File: config.mk
export PLATFORM = sky130hd
export DESIGN_NAME = data_forward_unit
export DESIGN_NICKNAME = d
export VERILOG_FILES = /design/src/rtl/data_forward_unit.sv
export SDC_FILE = /design/constraint.sdc
export NUM_CORES = 1
export LEC_CHECK = 0
export CAP_MARGIN = 30
export CORE_UTILIZATION = 45
export DETAILED_ROUTE_END_ITERATION = 10
export MAX_ROUTING_LAYER = met4
export PLACE_DENSITY = 0.8
export SYNTH_ARGS = -nofsm -noshare
export SYNTH_HDL_FRONTEND = slang
export SYNTH_SLANG_ARGS = --single-unit
File: constraint.sdc
create_clock -name clk -period 5.6 [get_ports clk]
set_input_delay 0.56 -clock clk [delete_from_list [all_inputs] [get_ports clk]]
set_output_delay 0.56 -clock clk [all_outputs]
set_load 0.03 [all_outputs]
File: src/rtl/data_forward_unit.sv
// data_forward_unit: hazard forwarding selects plus saturating forwarding-event counters; WB-stage forwarding enabled by DATA_FWD_WB_EN
module data_forward_unit #(
  parameter int CNT_W = 16
) (
  input  logic             clk,
  input  logic             rst_n,
  input  logic [4:0]       RsD,
  input  logic [4:0]       RtD,
  input  logic [4:0]       RegM,
  input  logic [4:0]       RegW,
  input  logic [4:0]       WriteRegE,
  input  logic             RegWriteM,
  input  logic             RegWriteW,
  input  logic             RegWriteE,
  input  logic             BranchD,
  input  logic             cnt_clr,
  output logic [1:0]       ForwardAE,
  output logic [1:0]       ForwardBE,
  output logic             ForwardAD,
  output logic             ForwardBD,
  output logic [CNT_W-1:0] fwd_mem_cnt,
  output logic [CNT_W-1:0] fwd_wb_cnt,
  output logic [CNT_W-1:0] fwd_br_cnt
);
`ifdef DATA_FWD_WB_EN
  localparam logic WB_EN = 1'b1;
`else
  localparam logic WB_EN = 1'b0;
`endif
  logic             m_ok, w_ok, e_ok;
  logic [1:0]       mem_inc, wb_inc, br_inc;
  logic [CNT_W-1:0] mem_q, mem_d, wb_q, wb_d, br_q, br_d;
  function automatic logic [CNT_W-1:0] sat_add(input logic [CNT_W-1:0] q, input logic [1:0] n);
    logic [CNT_W:0] s;
    s = {1'b0, q} + (CNT_W+1)'(n);
    return s[CNT_W] ? '1 : s[CNT_W-1:0];
  endfunction
  // forwarding selects: MEM beats WB, register 0 never forwarded
  always_comb begin
    m_ok      = RegWriteM && (RegM != 5'd0);
    w_ok      = WB_EN && RegWriteW && (RegW != 5'd0);
    e_ok      = BranchD && RegWriteE && (WriteRegE != 5'd0);
    ForwardAE = (m_ok && RegM == RsD) ? 2'b10 : (w_ok && RegW == RsD) ? 2'b01 : 2'b00;
    ForwardBE = (m_ok && RegM == RtD) ? 2'b10 : (w_ok && RegW == RtD) ? 2'b01 : 2'b00;
    ForwardAD = e_ok && (WriteRegE == RsD);
    ForwardBD = e_ok && (WriteRegE == RtD);
  end
  // per-cycle event counts and saturating next counter values, clear wins
  always_comb begin
    mem_inc = {1'b0, ForwardAE == 2'b10} + {1'b0, ForwardBE == 2'b10};
    wb_inc  = {1'b0, ForwardAE == 2'b01} + {1'b0, ForwardBE == 2'b01};
    br_inc  = {1'b0, ForwardAD} + {1'b0, ForwardBD};
    mem_d   = cnt_clr ? '0 : sat_add(mem_q, mem_inc);
    wb_d    = cnt_clr ? '0 : sat_add(wb_q, wb_inc);
    br_d    = cnt_clr ? '0 : sat_add(br_q, br_inc);
  end
  // counter registers
  always_ff @(posedge clk or negedge rst_n) begin
    if (!rst_n) begin
      mem_q <= '0;
      wb_q  <= '0;
      br_q  <= '0;
    end else begin
      mem_q <= mem_d;
      wb_q  <= wb_d;
      br_q  <= br_d;
    end
  end
  assign fwd_mem_cnt = mem_q;
  assign fwd_wb_cnt  = wb_q;
  assign fwd_br_cnt  = br_q;
endmodule

Word-level counts from Yosys, hierarchy flattened
Index checks and enable logic that the tools add are counted.
{"block": "totals", "register_bits": 48, "in_bits": 32, "output_inout_bits": 54, "elab_cells": 34}
{"block": "classes", "addsub": 6, "n_eq_ne": 8, "mux": 8, "n_reduce_logical": 9}
{"cell": "$mux W16", "count": 6}
{"cell": "$add A16 B2 Y17", "count": 3}
{"cell": "$eq A5 B5 Y1", "count": 4}
{"cell": "$reduce_bool A5 Y1", "count": 2}
{"cell": "$logic_and A1 B1 Y1", "count": 7}
{"cell": "$add A1 B1 Y2", "count": 3}
{"cell": "$eq A2 B1 Y1 const B", "count": 2}
{"cell": "$eq A2 B2 Y1 const B", "count": 2}
{"cell": "$mux W2", "count": 2}

Logic depth before layout (Yosys ltp)
{"block": "depth", "depth_word": 9, "ltp_mapped": 12, "mapped_depth_nobuf": 11}

Worst setup path after synthesis
OpenSTA, ideal clock, no wires.
{"block": "synth_timing", "kind": "input -> register", "startpoint": "in WriteRegE[0]", "endpoint": "reg br_q[11], in the netlist fwd_br_cnt[11]", "setup_time_ns": 0.078, "t_arrival_ns": 2.781, "required_time_ns": 5.522, "path_slack_ns": 2.741, "cell_stages": 11, "n_path_buf": 1, "path_cell_list": "xnor2_1 -> nand3_1 -> or4_1 -> fa_1 -> inv_1 -> ha_1 -> nand4_2 -> nor2_2 -> nand2_1 -> buf_2 -> a21oi_1"}
{"block": "synth_via", "elab_chain_cells": 7, "elab_cells_between_ends": 10, "classes_between": "add/sub (2); eq/ne (2); mux (2); reduce/logical (4)"}
{"item": "start, declared", "line_no": "11", "text": "input logic [4:0] WriteRegE,"}
{"item": "$reduce_bool A5 Y1", "line_no": "42", "text": "e_ok = BranchD && RegWriteE && (WriteRegE != 5'd0);"}
{"item": "$logic_and A1 B1 Y1", "line_no": "42"}
{"item": "$logic_and A1 B1 Y1 (on tied branches)", "line_no": "45, 46"}
{"item": "$add A1 B1 Y2 *", "line_no": "52", "text": "br_inc = {1'b0, ForwardAD} + {1'b0, ForwardBD};"}
{"item": "$add A16 B2 Y17 *", "line_no": "35", "text": "s = {1'b0, q} + (CNT_W+1)'(n);"}
{"item": "$mux W16 *", "line_no": "36", "text": "return s[CNT_W] ? '1 : s[CNT_W-1:0];"}
{"item": "$mux W16 *", "line_no": "55", "text": "br_d = cnt_clr ? '0 : sat_add(br_q, br_inc);"}
{"item": "named net br_d[11]", "line_no": "32", "text": "logic [CNT_W-1:0] mem_q, mem_d, wb_q, wb_d, br_q, br_d;"}
{"item": "end signal, assigned", "line_no": "66", "text": "br_q <= br_d;"}
{"item": "end, declared", "line_no": "32"}
Mark *: on every way through the listed nets, which the timed path passes. The rest lies on a longest branch.

Final worst setup path
{"block": "layout_timing", "startpoint": "in WriteRegE[4]", "endpoint": "reg br_q[11], in the netlist fwd_br_cnt[11]"}
Same word-level chain as after synthesis.

==> run summary <==
Library cells used by synthesis -> 43
Cell Area, Synth -> 0.002187 mm^2
Fillers -> 375
CP required -> 5.81 ns
Cts repair resizes -> 0
Hold Buf Count CTS -> 0
Yosys warnings -> 0
Worst EP arrival -> 3.67 ns
LEAKAGE -> 1.123 nW
Final worst slack -> 2.144 ns
Drt pass-1 iters -> 4
Via Count -> 1854
Final wirelength -> 5017 um
# DRC -> 0
Post-route ant nets -> 0
Type of the worst setup path -> in -> reg
Syn Inst Count -> 231
Placer Congestion -> 0.8538
Post-synth EDFFs -> 0
Clk buf depth -> 2
Mean area per synthesized cell -> 9.468 um^2
Antenna violations before repair -> 0
WL/cell -> 14.46 um
Finish-stage setup viols -> 0
Pins Over Slew Limit -> 0
Grt ovf -> 0
ANT cells -> 0
Starting density of the core -> 48.56%
Clk_skew -> 0.005550 ns
Slew @ Worst Pin -> 0.7011 ns
Area delta synth->final -> 31.64%
Maxcap violations -> 0
Clock-pin slew on the worst setup and hold paths -> 0.07 ns
Primary FF master, synth -> dfrtp_1
# IOs -> 86
Share of cells above drive strength 1 -> 10.85%
RSZ-0062 raised after global routing -> no
First-pass GRT wire length -> 8300 um
Clock root buffer -> clkbuf_8
Worst-skew pair later-pin latency -> 0.29 ns
Design Power -> 0.5287 mW
Period utilization -> 61.72%
Setup TNS -> 0 ns
Synth async-reset ratio -> 100.0%
Hold Path Class -> reg -> reg
Register area -> 800.8 um^2
Post-CTS Setup Bufs -> 0
Slew HR -> 53.26%
Pin count of the biggest net entering global routing -> 33
Iteration-0 DRC Markers -> 127
Setup WS pre-CTS -> 1.842 ns
CTS Buf Count -> 5
Core Footprint -> 0.004504 mm^2
Maximum vdd drop -> 0.1817 mV
Number of global-route vias before repair -> 1753
Final core utilization -> 63.92%
Final min period -> 3.456 ns
Total Nets Final -> 330
Final std cells w/o fill -> 347
Seq cells post-synth -> 32
Cell accounting for the most synthesized area -> dfrtp_1
Die width -> 71.72 um
Die Ht -> 71.72 um
Row Count -> 24
Top cells by area, synth -> dfrtp_1 (37%), xnor2_1 (12%), buf_4 (6.2%)
Die ar. -> 0.005143 mm^2
Fin. Hold Viols -> 0
CP Max Fanout -> 11
PortBufs -> 61
Critical path capture point type -> flop
Synth top area share -> 36.61%
Worst setup SP type -> input pin
Pwr dens -> 183.6 mW/mm^2
TritonCTS clock tree -> done
Vias/cell -> 5.343
HPWL after detailed placement -> 3610 um
Status -> finished clean
H-Tree Depth -> 2
Max Clk Rate -> 289.3 MHz
Sequential-to-total area share from yosys stat -> 36.61%
Multi-input logic area -> 0.001224 mm^2
Placed cells -> 339
Clk sink count -> 32
Total track usage -> 21.34%
## critical path, cell delays in order
cell	delay (ns)
clkdlybuf4s50_1	0.54
or4_1	0.15
o211ai_2	0.08
or4_1	0.59
fa_1	0.45
inv_1	0.07
ha_1	0.23
nand4_2	0.20
nor2_2	0.27
nand2_1	0.29
a21oi_1	0.23
## cells in the mapped netlist, types with 5 or more instances
cell / number
dfrtp_1: 32
xnor2_1: 29
buf_4: 18
a21oi_1: 15
inv_1: 14
nand2_1: 13
nand3_1: 13
a21oi_2: 10
nor3_1: 9
xor2_1: 9
nor2_1: 7
nor4_1: 6
and3_1: 5
## cell type report
| cell class | instances | share of cell area [%] |
|---|---|---|
| inverter | 14 | 1.825 |
| sequential | 32 | 27.81 |
| clock buffer | 5 | 2.390 |
| clock inverter | 3 | 1.478 |
| timing repair buffer | 63 | 21.73 |
| multi-input combinational | 178 | 42.50 |
| tap | 52 | 2.260 |
## metrics by stage
step / hold WS (ns) / instance area [um^2]
after floorplan: 0.2644 / 2251
after global placement: 0.5635 / 2768
after detailed placement: 0.5631 / 2768
after CTS: 0.5811 / 2879
after global routing: 0.6096 / 2879
final: 0.5789 / 2879
## flip-flops by register name (all words and copies together), names as in the netlist
signal and count:
fwd_br_cnt 16, fwd_mem_cnt 16
## power by group
part	internal, mW	switching [mW]	total, mW
Clock	0.132	0.0953	0.227
Combinational	0.0284	0.0416	0.0700
Sequential	0.231	0.000281	0.232
## layout by cell type, fill, tap and decap left out, types with 6 or more instances in the layout
master           synthesis  final
a21oi_2                 10     10
nor4_1                   6      6
a21oi_1                 15     15
xor2_1                   9      9
nor2_1                   7      7
dfrtp_1                 32     32
nand2_1                 13     13
conb_1                   1     18
clkdlybuf4s50_1          0     61
nor3_1                   9      9
xnor2_1                 29     29
inv_1                   14     14
nand3_1                 13     13
## path summary, 6_finish.rpt
check | depth (start not counted) | from | end | slack (ns)
setup / recovery | 11 | WriteRegE[4] | fwd_br_cnt[11]$_DFF_PN0_ | 2.14
hold / removal | 1 | fwd_mem_cnt[12]$_DFF_PN0_ | fwd_mem_cnt[12]$_DFF_PN0_ | 0.58
setup reg to reg | 8 | fwd_mem_cnt[0]$_DFF_PN0_ | fwd_mem_cnt[1]$_DFF_PN0_ | 3.30
hold reg to reg | 1 | fwd_mem_cnt[12]$_DFF_PN0_ | fwd_mem_cnt[12]$_DFF_PN0_ | 0.58
max in group asynchronous | 2 | rst_n | fwd_br_cnt[10]$_DFF_PN0_ | 4.63
min in group asynchronous | 2 | rst_n | fwd_mem_cnt[6]$_DFF_PN0_ | 0.67
## kinds of logic (layout without fill, tap and decap cells)
logic type | Yosys count | count (layout) | synth area share, %
compound gates | 39 | 39 | 12.53
xor+xnor | 38 | 38 | 15.22
fa+ha+maj | 4 | 4 | 2.975
buf+inv | 38 | 85 | 10.35
flops | 32 | 32 | 36.61
other cells | 1 | 18 | 0.1715
simple gates | 79 | 79 | 22.14
## per-layer routing
metal / global-route usage (%) / up-vias / share of wire [%]
li1: - / 898 / -
met1: 25.07 / 887 / 43
met2: 36.79 / 63 / 51
met3: 5.345 / 6 / 5.5
met4: 5.011 / 0 / 0.62
met5: - / - / 0
(Power assumes the default switching activity.)
